<file path="src/rtl/seg_scan_ctrl_pkg.sv">
// ----------------------------------------------------------------------------
// seg_pkg : shared definitions for the 7-segment scan controller slice.
//
// Contents
//   NIBBLE_W      width of one digit code sent to the decoder
//   MAX_DIGITS    largest supported digit count
//   scan_state_e  scan FSM encoding (SCAN_IDLE / SCAN_SHOW / SCAN_BLANK)
//   AN_ALL_OFF    all-ones anode pattern; slice to the digit count in use
//                 (anodes are active-low, so all ones means every digit dark)
// ----------------------------------------------------------------------------
package seg_pkg;

   localparam int NIBBLE_W   = 4;
   localparam int MAX_DIGITS = 8;

   typedef enum logic [1:0] {
      SCAN_IDLE  = 2'd0,
      SCAN_SHOW  = 2'd1,
      SCAN_BLANK = 2'd2
   } scan_state_e;

   localparam logic [MAX_DIGITS-1:0] AN_ALL_OFF = '1;

endpackage

</file>
<file path="src/rtl/seg_scan_ctrl_if.sv">
// ----------------------------------------------------------------------------
// seg_scan_ctrl_if : value-load handshake between a producer and the scan
// controller.
//
// Signals
//   value_in    NIBBLE_W*NUM_DIGITS  nibble k = digit k (digit 0 rightmost)
//   dp_in       NUM_DIGITS           decimal point per digit
//   value_valid 1                    value_in / dp_in are valid
//   value_ready 1                    controller shadow register is empty
//
// Modports
//   master : producer side (drives value_in, dp_in, value_valid)
//   slave  : controller side (drives value_ready)
// ----------------------------------------------------------------------------
interface seg_scan_ctrl_if
   import seg_pkg::*;
#(
   parameter int NUM_DIGITS = 4
);

   logic [NIBBLE_W*NUM_DIGITS-1:0] value_in;
   logic [NUM_DIGITS-1:0]          dp_in;
   logic                           value_valid;
   logic                           value_ready;

   modport master (
      output value_in,
      output dp_in,
      output value_valid,
      input  value_ready
   );

   modport slave (
      input  value_in,
      input  dp_in,
      input  value_valid,
      output value_ready
   );

endinterface

</file>
<file path="src/rtl/seg_scan_ctrl_timer.sv">
// ----------------------------------------------------------------------------
// seg_scan_timer : loadable down-counter used for both the dwell and the
// blank phase of the scan controller.
//
// Ports
//   clk      in   system clock, rising edge
//   rst      in   synchronous active-high reset (count cleared)
//   load     in   reload the count with load_val this cycle
//   load_val in   CNT_W  value loaded on a phase entry (phase length - 1)
//   done     out  count has reached zero: this is the last cycle of a phase
//
// The counter stops at zero instead of wrapping so it never runs free while
// the controller is idle.
// ----------------------------------------------------------------------------
module seg_scan_timer #(
   parameter int CNT_W = 1
) (
   input  logic             clk,
   input  logic             rst,
   input  logic             load,
   input  logic [CNT_W-1:0] load_val,
   output logic             done
);

   logic [CNT_W-1:0] cnt_q;

   always_ff @(posedge clk) begin
      if (rst) begin
         cnt_q <= '0;
      end else if (load) begin
         cnt_q <= load_val;
      end else if (cnt_q != '0) begin
         cnt_q <= cnt_q - 1'b1;
      end
   end

   assign done = (cnt_q == '0);

endmodule

</file>
<file path="src/rtl/seg_scan_ctrl.sv">
// ----------------------------------------------------------------------------
// seg_scan_ctrl : time-multiplexed scan controller for NUM_DIGITS
// common-anode 7-segment digits sharing one decoder and one segment bus.
//
// Each digit is lit for DWELL_CYCLES, followed by BLANK_CYCLES with every
// digit dark, then the next digit. New values arrive through a shadow
// register and are copied to the displayed (active) value only when digit 0
// is entered, so a frame never mixes old and new digits.
//
// Parameters
//   NUM_DIGITS   number of digits (2..8)
//   DWELL_CYCLES clk cycles each digit is lit (>= 1)
//   BLANK_CYCLES clk cycles of all-dark gap between digits (0 = no gap)
//
// Ports
//   clk        in   system clock, rising edge
//   rst        in   synchronous active-high reset
//   enable     in   scan run (1) / stop (0)
//   vbus       slave  value_in / dp_in / value_valid / value_ready handshake
//   code       out  4-bit code of the current digit, to the external decoder
//   dp         out  decimal point of the current digit
//   an_n       out  active-low digit enables
//   frame_done out  one-cycle pulse when a frame wraps back to digit 0
//
// All outputs are registered.
//
// Build option
//   SEG_SCAN_LZB_EN : leading-zero blanking. A digit above digit 0 stays dark
//   during its SHOW when it and every more significant nibble are zero,
//   unless its decimal point is set. Timing, code, dp and frame_done are
//   unaffected.
// ----------------------------------------------------------------------------
module seg_scan_ctrl
   import seg_pkg::*;
#(
   parameter int NUM_DIGITS   = 4,
   parameter int DWELL_CYCLES = 50000,
   parameter int BLANK_CYCLES = 500
) (
   input  logic                  clk,
   input  logic                  rst,
   input  logic                  enable,
   seg_scan_ctrl_if.slave        vbus,
   output logic [NIBBLE_W-1:0]   code,
   output logic                  dp,
   output logic [NUM_DIGITS-1:0] an_n,
   output logic                  frame_done
);

   localparam int VAL_W   = NIBBLE_W * NUM_DIGITS;
   localparam int IDX_W   = $clog2(NUM_DIGITS);
   localparam int CNT_MAX = (DWELL_CYCLES > BLANK_CYCLES) ? DWELL_CYCLES : BLANK_CYCLES;
   localparam int CNT_W   = $clog2(CNT_MAX + 1);

   // Timer load values are phase length - 1: the phase ends in the cycle
   // where the count reads zero.
   localparam logic [CNT_W-1:0] DWELL_LD = CNT_W'(DWELL_CYCLES - 1);
   localparam logic [CNT_W-1:0] BLANK_LD = (BLANK_CYCLES > 0) ? CNT_W'(BLANK_CYCLES - 1) : '0;
   localparam logic [IDX_W-1:0] LAST_IDX = IDX_W'(NUM_DIGITS - 1);
   localparam logic [NUM_DIGITS-1:0] AN_OFF = AN_ALL_OFF[NUM_DIGITS-1:0];

   scan_state_e            st_q, st_nxt;
   logic [IDX_W-1:0]       idx_q, idx_nxt;
   logic [VAL_W-1:0]       act_val_q, act_val_nxt, shd_val_q;
   logic [NUM_DIGITS-1:0]  act_dp_q, act_dp_nxt, shd_dp_q;
   logic                   rdy_q;

   logic                   tmr_load, tmr_done;
   logic [CNT_W-1:0]       tmr_val;
   logic                   advance, copy, wrap, xfer;

   logic [NUM_DIGITS-1:0]  an_nxt;
   logic [NIBBLE_W-1:0]    code_nxt;
   logic                   dp_nxt;

`ifdef SEG_SCAN_LZB_EN
   // True when digit ix should stay dark: not digit 0, no decimal point, and
   // this nibble plus all more significant ones are zero.
   function automatic logic lz_dark(input logic [VAL_W-1:0]      val,
                                    input logic [NUM_DIGITS-1:0] dpv,
                                    input logic [IDX_W-1:0]      ix);
      logic upper_zero;
      upper_zero = 1'b1;
      for (int k = 0; k < NUM_DIGITS; k++) begin
         if (k >= int'(ix) && val[k*NIBBLE_W +: NIBBLE_W] != '0) begin
            upper_zero = 1'b0;
         end
      end
      return (ix != '0) && !dpv[ix] && upper_zero;
   endfunction
`endif

   seg_scan_timer #(
      .CNT_W    (CNT_W)
   ) u_timer (
      .clk      (clk),
      .rst      (rst),
      .load     (tmr_load),
      .load_val (tmr_val),
      .done     (tmr_done)
   );

   assign xfer             = vbus.value_valid && rdy_q;
   assign vbus.value_ready = rdy_q;

   // ---- next state: phase sequencing --------------------------------------
   always_comb begin
      st_nxt   = st_q;
      idx_nxt  = idx_q;
      tmr_load = 1'b0;
      tmr_val  = DWELL_LD;
      advance  = 1'b0;
      copy     = 1'b0;
      wrap     = 1'b0;

      if (!enable) begin
         st_nxt  = SCAN_IDLE;
         idx_nxt = '0;
      end else begin
         case (st_q)
            SCAN_IDLE: begin
               // Entry from IDLE starts at digit 0 and loads the shadow, but
               // is not a frame wrap.
               st_nxt   = SCAN_SHOW;
               idx_nxt  = '0;
               tmr_load = 1'b1;
               copy     = 1'b1;
            end
            SCAN_SHOW: begin
               if (tmr_done) begin
                  if (BLANK_CYCLES == 0) begin
                     advance = 1'b1;
                  end else begin
                     st_nxt   = SCAN_BLANK;
                     tmr_load = 1'b1;
                     tmr_val  = BLANK_LD;
                  end
               end
            end
            SCAN_BLANK: begin
               if (tmr_done) begin
                  advance = 1'b1;
               end
            end
            default: begin
               st_nxt  = SCAN_IDLE;
               idx_nxt = '0;
            end
         endcase

         if (advance) begin
            st_nxt   = SCAN_SHOW;
            tmr_load = 1'b1;
            tmr_val  = DWELL_LD;
            if (idx_q == LAST_IDX) begin
               idx_nxt = '0;
               copy    = 1'b1;
               wrap    = 1'b1;
            end else begin
               idx_nxt = idx_q + 1'b1;
            end
         end
      end
   end

   // A copy only moves data when the shadow holds an unconsumed value; when
   // a transfer lands on the same edge the copy still sees the old contents.
   assign act_val_nxt = (copy && !rdy_q) ? shd_val_q : act_val_q;
   assign act_dp_nxt  = (copy && !rdy_q) ? shd_dp_q  : act_dp_q;

   // ---- output decode from next state, registered below -------------------
   always_comb begin
      an_nxt   = AN_OFF;
      code_nxt = code;
      dp_nxt   = dp;
      if (st_nxt == SCAN_SHOW) begin
         code_nxt = act_val_nxt[idx_nxt*NIBBLE_W +: NIBBLE_W];
         dp_nxt   = act_dp_nxt[idx_nxt];
`ifdef SEG_SCAN_LZB_EN
         if (!lz_dark(act_val_nxt, act_dp_nxt, idx_nxt)) begin
            an_nxt[idx_nxt] = 1'b0;
         end
`else
         an_nxt[idx_nxt] = 1'b0;
`endif
      end
   end

   // ---- state, value registers and registered outputs ---------------------
   always_ff @(posedge clk) begin
      if (rst) begin
         st_q       <= SCAN_IDLE;
         idx_q      <= '0;
         act_val_q  <= '0;
         act_dp_q   <= '0;
         shd_val_q  <= '0;
         shd_dp_q   <= '0;
         rdy_q      <= 1'b1;
         an_n       <= AN_OFF;
         code       <= '0;
         dp         <= 1'b0;
         frame_done <= 1'b0;
      end else begin
         st_q      <= st_nxt;
         idx_q     <= idx_nxt;
         act_val_q <= act_val_nxt;
         act_dp_q  <= act_dp_nxt;
         if (xfer) begin
            shd_val_q <= vbus.value_in;
            shd_dp_q  <= vbus.dp_in;
            rdy_q     <= 1'b0;
         end else if (copy) begin
            rdy_q     <= 1'b1;
         end
         an_n       <= an_nxt;
         code       <= code_nxt;
         dp         <= dp_nxt;
         frame_done <= wrap;
      end
   end

endmodule

</file>
<file path="src/flat_wrapper.sv">
// flat-port wrapper written by rule: the top's interface ports become plain ports
module seg_scan_ctrl_flat import seg_pkg::*;
#(
   parameter int NUM_DIGITS   = 4,
   parameter int DWELL_CYCLES = 50000,
   parameter int BLANK_CYCLES = 500
)
  (clk, rst, enable, code, dp, an_n, frame_done, vbus_value_in, vbus_dp_in, vbus_value_valid, vbus_value_ready);
  seg_scan_ctrl_if #(.NUM_DIGITS(NUM_DIGITS)) vbus_i ();
  input  logic clk;
  input  logic rst;
  input  logic enable;
  output logic [NIBBLE_W-1:0] code;
  output logic dp;
  output logic [NUM_DIGITS-1:0] an_n;
  output logic frame_done;
  input wire logic [$bits(vbus_i.value_in)-1:0] vbus_value_in;
  input wire logic [$bits(vbus_i.dp_in)-1:0] vbus_dp_in;
  input wire logic [$bits(vbus_i.value_valid)-1:0] vbus_value_valid;
  output wire logic [$bits(vbus_i.value_ready)-1:0] vbus_value_ready;
  assign vbus_i.value_in = vbus_value_in;
  assign vbus_i.dp_in = vbus_dp_in;
  assign vbus_i.value_valid = vbus_value_valid;
  assign vbus_value_ready = vbus_i.value_ready;
  seg_scan_ctrl #(.NUM_DIGITS(NUM_DIGITS), .DWELL_CYCLES(DWELL_CYCLES), .BLANK_CYCLES(BLANK_CYCLES)) u_core (.clk(clk), .rst(rst), .enable(enable), .vbus(vbus_i), .code(code), .dp(dp), .an_n(an_n), .frame_done(frame_done));
endmodule
</file>
<file path="config.mk">
export PLATFORM = sky130hd
export DESIGN_NAME = seg_scan_ctrl_flat
export DESIGN_NICKNAME = d
export VERILOG_FILES = /design/src/rtl/seg_scan_ctrl_pkg.sv /design/src/rtl/seg_scan_ctrl_if.sv /design/src/rtl/seg_scan_ctrl_timer.sv /design/src/rtl/seg_scan_ctrl.sv /design/src/flat_wrapper.sv
export SDC_FILE = /design/constraint.sdc
export NUM_CORES = 1
export LEC_CHECK = 0
export ABC_AREA = 1
export CAP_MARGIN = 15
export CELL_PAD_IN_SITES_DETAIL_PLACEMENT = 0
export CELL_PAD_IN_SITES_GLOBAL_PLACEMENT = 1
export CORE_ASPECT_RATIO = 1.25
export CORE_MARGIN = 2
export CORE_UTILIZATION = 45
export CTS_BUF_LIST = sky130_fd_sc_hd__clkbuf_4 sky130_fd_sc_hd__clkbuf_8
export CTS_CLUSTER_DIAMETER = 200
export CTS_CLUSTER_SIZE = 14
export DETAILED_ROUTE_END_ITERATION = 7
export PLACE_DENSITY = 0.95
export SYNTH_ARGS = -nofsm -noshare
export SYNTH_HDL_FRONTEND = slang
export SYNTH_HIERARCHICAL = 1
export SYNTH_SLANG_ARGS = --single-unit
</file>
<file path="constraint.sdc">
create_clock -name clk -period 4.6 [get_ports clk]
set_input_delay 0.46 -clock clk [delete_from_list [all_inputs] [get_ports clk]]
set_output_delay 0.46 -clock clk [all_outputs]
set_load 0.01 [all_outputs]
</file>
==> impl_metrics.py <==
metrics = {
    "sta": {
        "slew_headroom": 0.4906,
        "max_freq_ghz": 0.3297,
        "drv_slew": 0,
        "finClkSkew_ns": 0.01165,
        "worstMarginPinSlew_ns": 0.7623,
        "finalCriticalPeriod_ns": 3.033,
        "hold_viol_final": 0,
        "finalSetupTns_ns": 0,
        "rsz0062_at_grt": "no",
        "fin_crit_sh": 0.6594,
        "finalWorstSetupSlack_ns": 1.567,
        "setup_violations": 0,
    },
    "detailed_routing": {
        "num_vias": 3106,
        "drc_errors": 0,
        "drtIter0Drc": 141,
        "drtAntennaViolNets": 0,
        "dr.pass1.iters": 4,
        "wire_per_inst_um": 12.08,
        "wl_um": 7673,
        "vias_per_cell": 4.891,
    },
    "placed_design": {
        "pre_cts_ws_ns": 1.620,
        "dpl.cell_count": 619,
        "gp_congestion": 0.8654,
        "port_buffers": 34,
        "place_area_mm2": 0.003824,
        "hpwl_um": 5520,
    },
    "global_route": {
        "grt_first_pass_wirelength_um": 12920,
        "grt_max_degree": 44,
        "antenna_found_initial": 0,
        "grt_usage": 0.1997,
        "grt_remaining_overflow": 0,
        "grt_pass1_vias": 2882,
    },
    "floorplanning": {
        "die_x_um": 82.34,
        "core-area_mm2": 0.007401,
        "die_y_um": 101.9,
        "design.die.area_mm2": 0.008393,
        "rows": 35,
        "num_io_pins": 35,
        "initial_core_util": 0.4664,
    },
    "finish": {
        "stdcell_area_mm2": 0.004073,
        "nFillCells": 744,
        "synthToLayoutAreaGrowth_pct": 17.98,
        "final-instance-count-excl-fill": 635,
        "drive_gt1_frac": 0.07735,
        "nets": 567,
        "antennaDiodeCount": 0,
        "multi_input_area_mm2": 0.001804,
        "seqCellArea_mm2": 0.001421,
    },
    "synthesis": {
        "async_reset_ff_frac": 0,
        "synth_area_per_cell_um2": 6.836,
        "yosysWarnings": 6,
        "yosysSeqAreaShare": 0.4117,
        "syn_area_mm2": 0.003452,
        "ys_types": 32,
        "ys_ff_latch": 71,
        "synth-edff-count": 0,
        "synthCells": 505,
        "ys.flop_type": "dfxtp_1",
    },
    "pwr": {
        "p_leak_nw": 1.885,
        "powerDensity_mw_per_mm2": 394.0,
        "finalPower_mw": 1.605,
        "vdd_drop_max_mv": 0.1981,
    },
    "clock_tree": {
        "holdBufCountCts": 0,
        "post-cts-setup-buffers": 0,
        "numCtsBuffers": 9,
        "htreeDepth": 3,
        "clock_latency_ns": 0.34,
        "post_cts_resized": 0,
        "clockBufferDepth": 2,
        "path_clk_slew_ns": 0.08,
        "cts-root-buf": "clkbuf_8",
        "clkSinkCount": 71,
        "cts_tree": "yes",
    },
    "setup_path": {
        "path_max_fanout": 22,
        "start_kind": "flop",
        "cp.required_ns": 4.88,
        "crit_arrival_ns": 3.32,
        "worstSetupPathType": "flop to flop",
        "endpoint_kind": "flop",
    },
    "min_path": {
        "hold_class": "flop to flop",
    },
    "job": {
        "drv_cap": 0,
    },
    "outcome": {
        "status": "complete, no violations",
    },
}
-- cells in the mapped netlist, drive strengths merged (3+ instances only) --
cell	count	area, um^2
nand3	43	235.2
nand4	4	40.04
ha	5	62.56
dfxtp	71	1421
clkbuf	11	41.29
xor2	3	33.79
nand2	149	581.8
o21ai	31	155.2
nor3	3	20.02
xnor2	4	35.03
nor2	107	463.0
inv	34	127.6
a21oi	25	125.1
buf	8	72.56
-- path summary, 6_finish.rpt --
kind,from,to,slack [ns],depth (start not counted)
max,u_core/u_timer/cnt_q[0],u_core/code[2],1.57,14
min,u_core/act_dp_q[2],u_core/act_dp_q[2],0.47,2
max reg2reg,u_core/u_timer/cnt_q[0],u_core/code[2],1.57,14
min reg2reg,u_core/act_dp_q[2],u_core/act_dp_q[2],0.47,2
-- power breakdown --
part | internal (mW) | leakage (nW) | switching [mW] | total, mW
registers | 0.656 | 0.583 | 0.0347 | 0.691
logic | 0.114 | 1.17 | 0.184 | 0.298
clock network | 0.382 | 0.127 | 0.234 | 0.616
total | 1.15 | 1.88 | 0.453 | 1.60
-- kinds of logic (layout without fill, tap and decap cells) --
group | count (synthesis) | count (layout) | share of synthesized area
AND/OR/NAND/NOR | 306 | 306 | 0.3882
flip-flops | 71 | 71 | 0.4117
AO/OA/AOI/OAI | 59 | 59 | 0.08772
buffers and inverters | 55 | 87 | 0.07213
XOR/XNOR | 7 | 7 | 0.01994
adder cells (fa/ha/maj) | 5 | 5 | 0.01812
other | 2 | 8 | 0.002176
-- layout by cell type (no fill, tap or decap), types with 4 or more instances in the layout --
cell             count
conb_1               8
nor2_2               6
nand2_1            144
o21ai_0             31
ha_1                 5
dfxtp_1             71
nand3_2              4
inv_1               32
xnor2_1              4
nor2_1              96
a21oi_1             25
nand3_1             39
nor2_4               4
clkdlybuf4s50_1     34
clkbuf_8            10
-- metrics by stage --
step	utilization	hold WS (ns)
6_report	0.5503	0.4699
2_1_floorplan	-	0.4246
3_3_place_gp	0.5167	0.4560
3_5_place_dp	0.5167	0.4607
5_1_grt	0.5503	0.4847
4_1_cts	0.5503	0.4731
-- critical path: stages (launching register included) --
cell and delay [ns]:
dfxtp_1 0.34, inv_1 0.09, ha_1 0.25, nand2_4 0.12
nor2_8 0.15, nand4_4 0.14, inv_2 0.17, nand3_2 0.11
nand2_2 0.31, nand2_1 0.56, o21ai_0 0.43, nand2_1 0.09
nand2_1 0.07, nor2_1 0.05, nor2_1 0.07
-- routing by layer --
layer / track usage / wire length (um) / part of all wire
met1: 0.2309 / 3379 / 0.44
met2: 0.3555 / 3899 / 0.51
met3: 0.03975 / 322 / 0.042
met4: 0.07821 / 71 / 0.0093
met5: 0 / 0 / 0
-- state kept, by name (all words and copies together) (netlist names) --
name                     cells
u_core/shd_dp_q              4
u_core/st_q                  2
u_core/idx_q                 2
u_core/vbus.value_ready      1
u_core/dp                    1
u_core/an_n                  4
u_core/act_dp_q              4
u_core/code                  4
u_core/shd_val_q            16
u_core/frame_done            1
u_core/act_val_q            16
u_core/u_timer/cnt_q        16
-- cell type report --
type | instances | area share
Timing Repair Buffer | 35 | 0.08541
Tap cell | 92 | 0.02826
Sequential cell | 71 | 0.3490
Clock inverter | 5 | 0.02550
Multi-Input combinational cell | 385 | 0.4430
Clock buffer | 11 | 0.03564
Inverter | 36 | 0.03318
(Power assumes the default switching activity.)
